--- src/rtl/serial_cascade_comparator.sv ---
// Bit-serial MSB-first magnitude comparator. Streams both operands through a
// 1-bit full-comparator cascade and reports a registered lt/gt/eq verdict.
module serial_cascade_comparator #(
    parameter int WIDTH      = 8,
    parameter bit EARLY_EXIT = 1'b0
) (
    input  logic             clk,
    input  logic             rst_n,
    input  logic             start,
    input  logic [WIDTH-1:0] a_in,
    input  logic [WIDTH-1:0] b_in,
    output logic             busy,
    output logic             done,
    output logic             lt,
    output logic             gt,
    output logic             eq,
    output logic             bit_valid,
    output logic             bit_a,
    output logic             bit_b,
    output logic             lt_cas,
    output logic             gt_cas,
    output logic             eq_cas
);
    localparam int CW = (WIDTH > 1) ? $clog2(WIDTH) : 1;

    typedef enum logic [1:0] {
        IDLE  = 2'd0,
        SHIFT = 2'd1,
        DONE  = 2'd2
    } state_t;

    state_t           state_reg, state_next;
    logic [WIDTH-1:0] a_sh_reg, b_sh_reg;
    logic [CW-1:0]    cnt_reg;
    logic             lt_cas_reg, gt_cas_reg, eq_cas_reg;
    logic             lt_reg, gt_reg, eq_reg;
    logic             lt_cas_next, gt_cas_next, eq_cas_next;
    logic             a_msb, b_msb;

    assign a_msb = a_sh_reg[WIDTH-1];
    assign b_msb = b_sh_reg[WIDTH-1];

    // Once the cascade has decided lt or gt, lower bits cannot change it.
    always_comb begin
        lt_cas_next = lt_cas_reg;
        gt_cas_next = gt_cas_reg;
        eq_cas_next = eq_cas_reg;
        if (eq_cas_reg) begin
            if (a_msb && !b_msb) begin
                lt_cas_next = 1'b0;
                gt_cas_next = 1'b1;
                eq_cas_next = 1'b0;
            end else if (!a_msb && b_msb) begin
                lt_cas_next = 1'b1;
                gt_cas_next = 1'b0;
                eq_cas_next = 1'b0;
            end
        end
    end

    always_comb begin
        state_next = state_reg;
        case (state_reg)
            IDLE: begin
                if (start) state_next = SHIFT;
            end
            SHIFT: begin
                if (cnt_reg == '0 || (EARLY_EXIT && (lt_cas_next || gt_cas_next)))
                    state_next = DONE;
            end
            DONE:    state_next = IDLE;
            default: state_next = IDLE;
        endcase
    end

    always_ff @(posedge clk or negedge rst_n) begin
        if (!rst_n) begin
            state_reg  <= IDLE;
            a_sh_reg   <= '0;
            b_sh_reg   <= '0;
            cnt_reg    <= '0;
            lt_cas_reg <= 1'b0;
            gt_cas_reg <= 1'b0;
            eq_cas_reg <= 1'b1;
            lt_reg     <= 1'b0;
            gt_reg     <= 1'b0;
            eq_reg     <= 1'b0;
        end else begin
            state_reg <= state_next;
            case (state_reg)
                IDLE: begin
                    if (start) begin
                        a_sh_reg   <= a_in;
                        b_sh_reg   <= b_in;
                        cnt_reg    <= CW'(WIDTH - 1);
                        lt_cas_reg <= 1'b0;
                        gt_cas_reg <= 1'b0;
                        eq_cas_reg <= 1'b1;
                        lt_reg     <= 1'b0;
                        gt_reg     <= 1'b0;
                        eq_reg     <= 1'b0;
                    end
                end
                SHIFT: begin
                    a_sh_reg   <= a_sh_reg << 1;
                    b_sh_reg   <= b_sh_reg << 1;
                    lt_cas_reg <= lt_cas_next;
                    gt_cas_reg <= gt_cas_next;
                    eq_cas_reg <= eq_cas_next;
                    if (cnt_reg != '0) cnt_reg <= cnt_reg - 1'b1;
                    // Verdict is loaded on the way into DONE so it is visible with done.
                    if (state_next == DONE) begin
                        lt_reg <= lt_cas_next;
                        gt_reg <= gt_cas_next;
                        eq_reg <= eq_cas_next;
                    end
                end
                default: ;
            endcase
        end
    end

    assign busy      = (state_reg != IDLE);
    assign done      = (state_reg == DONE);
    assign bit_valid = (state_reg == SHIFT);
    assign bit_a     = bit_valid & a_msb;
    assign bit_b     = bit_valid & b_msb;
    assign lt_cas    = lt_cas_reg;
    assign gt_cas    = gt_cas_reg;
    assign eq_cas    = eq_cas_reg;
    assign lt        = lt_reg;
    assign gt        = gt_reg;
    assign eq        = eq_reg;

endmodule

--- config.mk ---
export PLATFORM = sky130hd
export DESIGN_NAME = serial_cascade_comparator
export DESIGN_NICKNAME = d
export VERILOG_FILES = /design/src/rtl/serial_cascade_comparator.sv
export SDC_FILE = /design/constraint.sdc
export NUM_CORES = 1
export LEC_CHECK = 0
export CORE_MARGIN = 2
export CORE_UTILIZATION = 47
export CTS_BUF_LIST = sky130_fd_sc_hd__clkbuf_4 sky130_fd_sc_hd__clkbuf_8
export DETAILED_ROUTE_END_ITERATION = 12
export PLACE_DENSITY_LB_ADDON = 0.25
export SLEW_MARGIN = 20
export SYNTH_ARGS = -nofsm -noshare
export SYNTH_HDL_FRONTEND = slang
export SYNTH_SLANG_ARGS = --single-unit
--- constraint.sdc ---
create_clock -name clk -period 1.55 [get_ports clk]
set_input_delay 0.31 -clock clk [delete_from_list [all_inputs] [get_ports clk]]
set_output_delay 0.31 -clock clk [all_outputs]
set_load 0.02 [all_outputs]
==> impl_results.rst <==
.. list-table::
   :header-rows: 1

   * - Metric
     - Value
   * - # port buffers
     - 29
   * - Post-synthesis async set-or-reset flop share
     - 100%
   * - Syn Area/Cell
     - 10.1 um2
   * - Initial antenna violation count
     - 0
   * - Die Height
     - 58.5 um
   * - Post-placement cell count
     - 200
   * - Root Buffer
     - sky130_fd_sc_hd__clkbuf_4
   * - Final cycle utilization of the critical path
     - 100%
   * - Worst path cell trace
     - buf_6, or2_4, buf_6
   * - H-tree depth
     - 1
   * - Final hold viol count
     - 0
   * - Antenna fix cells
     - 0
   * - Path type of the worst min-delay path
     - in2async
   * - Pin count of the biggest net entering global routing
     - 28
   * - Total of flip-flops plus latches after synthesis
     - 27
   * - Die ar.
     - 3420 um2
   * - Cell with the most instances after synthesis
     - sky130_fd_sc_hd__dfrtp_1
   * - 1st-pass router iterations
     - 4
   * - Clock transition at path regs
     - 0.14 ns
   * - Pre-CTS setup slack
     - -0.158 ns
   * - Fin cells
     - 206
   * - Layout filler cell count
     - 254
   * - Most used flip-flop cell after synthesis
     - sky130_fd_sc_hd__dfrtp_1
   * - Achievable clock frequency
     - 0.643 GHz
   * - Source-to-sink clock delay at the later pin of the worst-skew pair
     - 0.34 ns
   * - Net count of the mapped netlist
     - 161
   * - Fraction of post-synthesis cell area in the top cell type by area
     - 46.7%
   * - Number of top-level pins
     - 30
   * - Post-route total power
     - 0.00322 W
   * - Area growth, synth to finish
     - 30.5%
   * - Wire length after detailed routing
     - 3040 um
   * - Slew headroom
     - 79.2%
   * - Nets
     - 199
   * - Failing checks
     - negative setup slack
   * - Final setup violation count
     - 1
   * - Clock tree from TritonCTS
     - yes
   * - GRT Residual Overflow
     - 0
   * - Area of the mapped netlist
     - 1390 um2
   * - Maximum cell stage delay along the critical path
     - 0.44 ns
   * - Hold slack
     - 0.307 ns
   * - Cells taking the most area after synthesis
     - sky130_fd_sc_hd__dfrtp_1 47%, sky130_fd_sc_hd__a22oi_1 7.5%, sky130_fd_sc_hd__nor2b_1 5.4%
   * - Remaining number of nets flagged by the antenna check after routing
     - 0
   * - Power density over the cells
     - 1770 nW/um2
   * - Yosys top cell by area
     - sky130_fd_sc_hd__dfrtp_1
   * - Std cell rows
     - 19
   * - Routability-driven placement congestion ratio
     - 0.754
   * - Number of global-route vias before repair
     - 1,111
   * - Fraction of final layout cells sized beyond drive strength 1
     - 20.6%
   * - Required arrival time at the worst endpoint
     - 1.24 ns
   * - Number of clock buffers inserted by TritonCTS
     - 3
   * - Top cell family by delay on the critical path
     - flip-flops
   * - Arrival time worst endpoint
     - 1.25 ns
   * - Wire length of the first global-routing pass
     - 4960 um
   * - HPWL after DPL
     - 2180 um
   * - Drt initial violations
     - 30
   * - Largest fanout on the critical path
     - 3
   * - Crit start category
     - flip-flop
   * - Post-synthesis cell type count
     - 36
   * - Post-route setup TNS
     - -0.00534 ns
   * - Crit path top cell by count
     - sky130_fd_sc_hd__buf_6
   * - Outcome
     - finished, violations left
   * - Number of design rule violations left after detail routing
     - 0
   * - Sequential fraction of the synthesis area
     - 48.6%
   * - Die extent in x
     - 58.5 um
   * - Max cap viols
     - 0
   * - Unrepaired setup endpoints after global routing
     - yes
   * - Setup slack after layout
     - -0.00534 ns
   * - Overall Global Routing Usage
     - 19.1%
   * - Routed length per instance
     - 14.7 um
   * - Drt via density
     - 5.74
   * - Area of the placeable core
     - 2780 um2
   * - Sort of element at the end of the critical path
     - output pin
   * - CTS sink count
     - 27
   * - Worst path slowest cell
     - sky130_fd_sc_hd__dfrtp_1
   * - Starting density of the core
     - 50.1%
   * - Yosys Warn Count
     - 0
   * - Maximum vdd ir drop
     - 1.04 mV
   * - Buffers and inverters on the worst path
     - 2
   * - Commonest cells in the netlist
     - 26 x sky130_fd_sc_hd__dfrtp_1, 14 x sky130_fd_sc_hd__a21oi_1, 14 x sky130_fd_sc_hd__a22oi_1, 12 x sky130_fd_sc_hd__nor2b_1, 11 x sky130_fd_sc_hd__o21ai_1
   * - Pins Over Slew Limit
     - 0
   * - Post-synthesis instance total
     - 138
   * - Worst setup path class
     - reg2out
   * - Worst clock skew
     - 0.0101 ns
   * - Maximum clock path buffer count
     - 2
   * - Leakage power total
     - 0.826 nW
   * - Min Tclk post-route
     - 1.56 ns
   * - Transition time at the pin with the least slew margin
     - 0.312 ns
   * - Number of synthesized flops with an enable pin
     - 0
   * - Overall via count from detail_route
     - 1,183
final timing paths:
kind / from / endpoint / slack, ns / cells after the start
max: state_reg[0] / busy / -0.005 / 3
min: rst_n / a_sh_reg[1] / 0.31 / 2
max reg2reg: state_reg[0] / lt / 0 / 8
min reg2reg: cnt_reg[0] / cnt_reg[0] / 0.48 / 1
max in group asynchronous: rst_n / eq_cas / 1.02 / 2
min in group clk: cnt_reg[0] / cnt_reg[0] / 0.48 / 1
layout make-up:
class | count | area, um2 | share of cell area, %
Sequential cell | 27 | 677 | 37.2
Tap cell | 31 | 38.8 | 2.13
Inverter | 6 | 22.5 | 1.24
Clock buffer | 4 | 30.0 | 1.65
Multi-Input combinational cell | 96 | 666 | 36.6
Timing Repair Buffer | 42 | 385 | 21.2
stage by stage:
stage	util, %	area [um2]
detailed placement	63.5	1770
global placement	63.5	1770
floorplan	-	1390
finish	65.4	1820
global route	65.4	1820
CTS	64.9	1800
cell usage in the layout (no fill, tap or decap), drive strengths merged:
master         synthesis  final
a211oi                 1      1
a21boi                 1      1
a21oi                 14     14
a22oi                 14     14
a2bb2oi                2      2
a311o                  1      1
a32o                   1      1
and2b                  1      1
and3b                  1      1
buf                    7     18
clkbuf                 2      5
clkdlybuf4s50          0     18
dfrtp                 26     26
dfstp                  1      1
dlygate4sd2            0      5
ha                     4      4
inv                    6      6
mux2                   1      1
mux2i                  1      1
nand2                  8      8
nand2b                 1      1
nor2                   7      7
nor2b                 14     14
nor3b                  1      1
o21ai                 17     17
o21bai                 2      2
o22a                   1      1
o22ai                  1      1
o2bb2ai                1      1
or2                    1      1
timing repair:
action / CTS / global route
hold endpoints to repair: 0 / 0
hold buffers: 0 / 0
pin swaps: 0 / 2
resized for setup: 32 / 8
buffers inserted: 2 / 0
endpoints found under the setup margin: 12 / 9
where the power goes:
part / internal [W] / switching (W)
clock: 0.000119 / 0.000207
combinational: 0.000818 / 0.000874
sequential: 0.000997 / 0.000210
layer usage:
layer	routed length (um)	GRT usage (%)	up-vias
met2	1410	29.7	43
met1	1350	26.6	573
met3	225	2.42	5
met5	0	0	-
met4	54	8.97	0
li1	-	-	562
logic make-up (layout without fill, tap and decap cells):
logic type,after synthesis,after routing,synth area share (%)
AOI/OAI and AO/OA,56,56,26.5
adders and majority gates,4,4,3.59
buffers and inverters,15,52,5.30
DFF,27,27,48.6
muxes,2,2,1.80
and+or+nand+nor,34,34,14.3
Power figures use the tool's default switching activity.
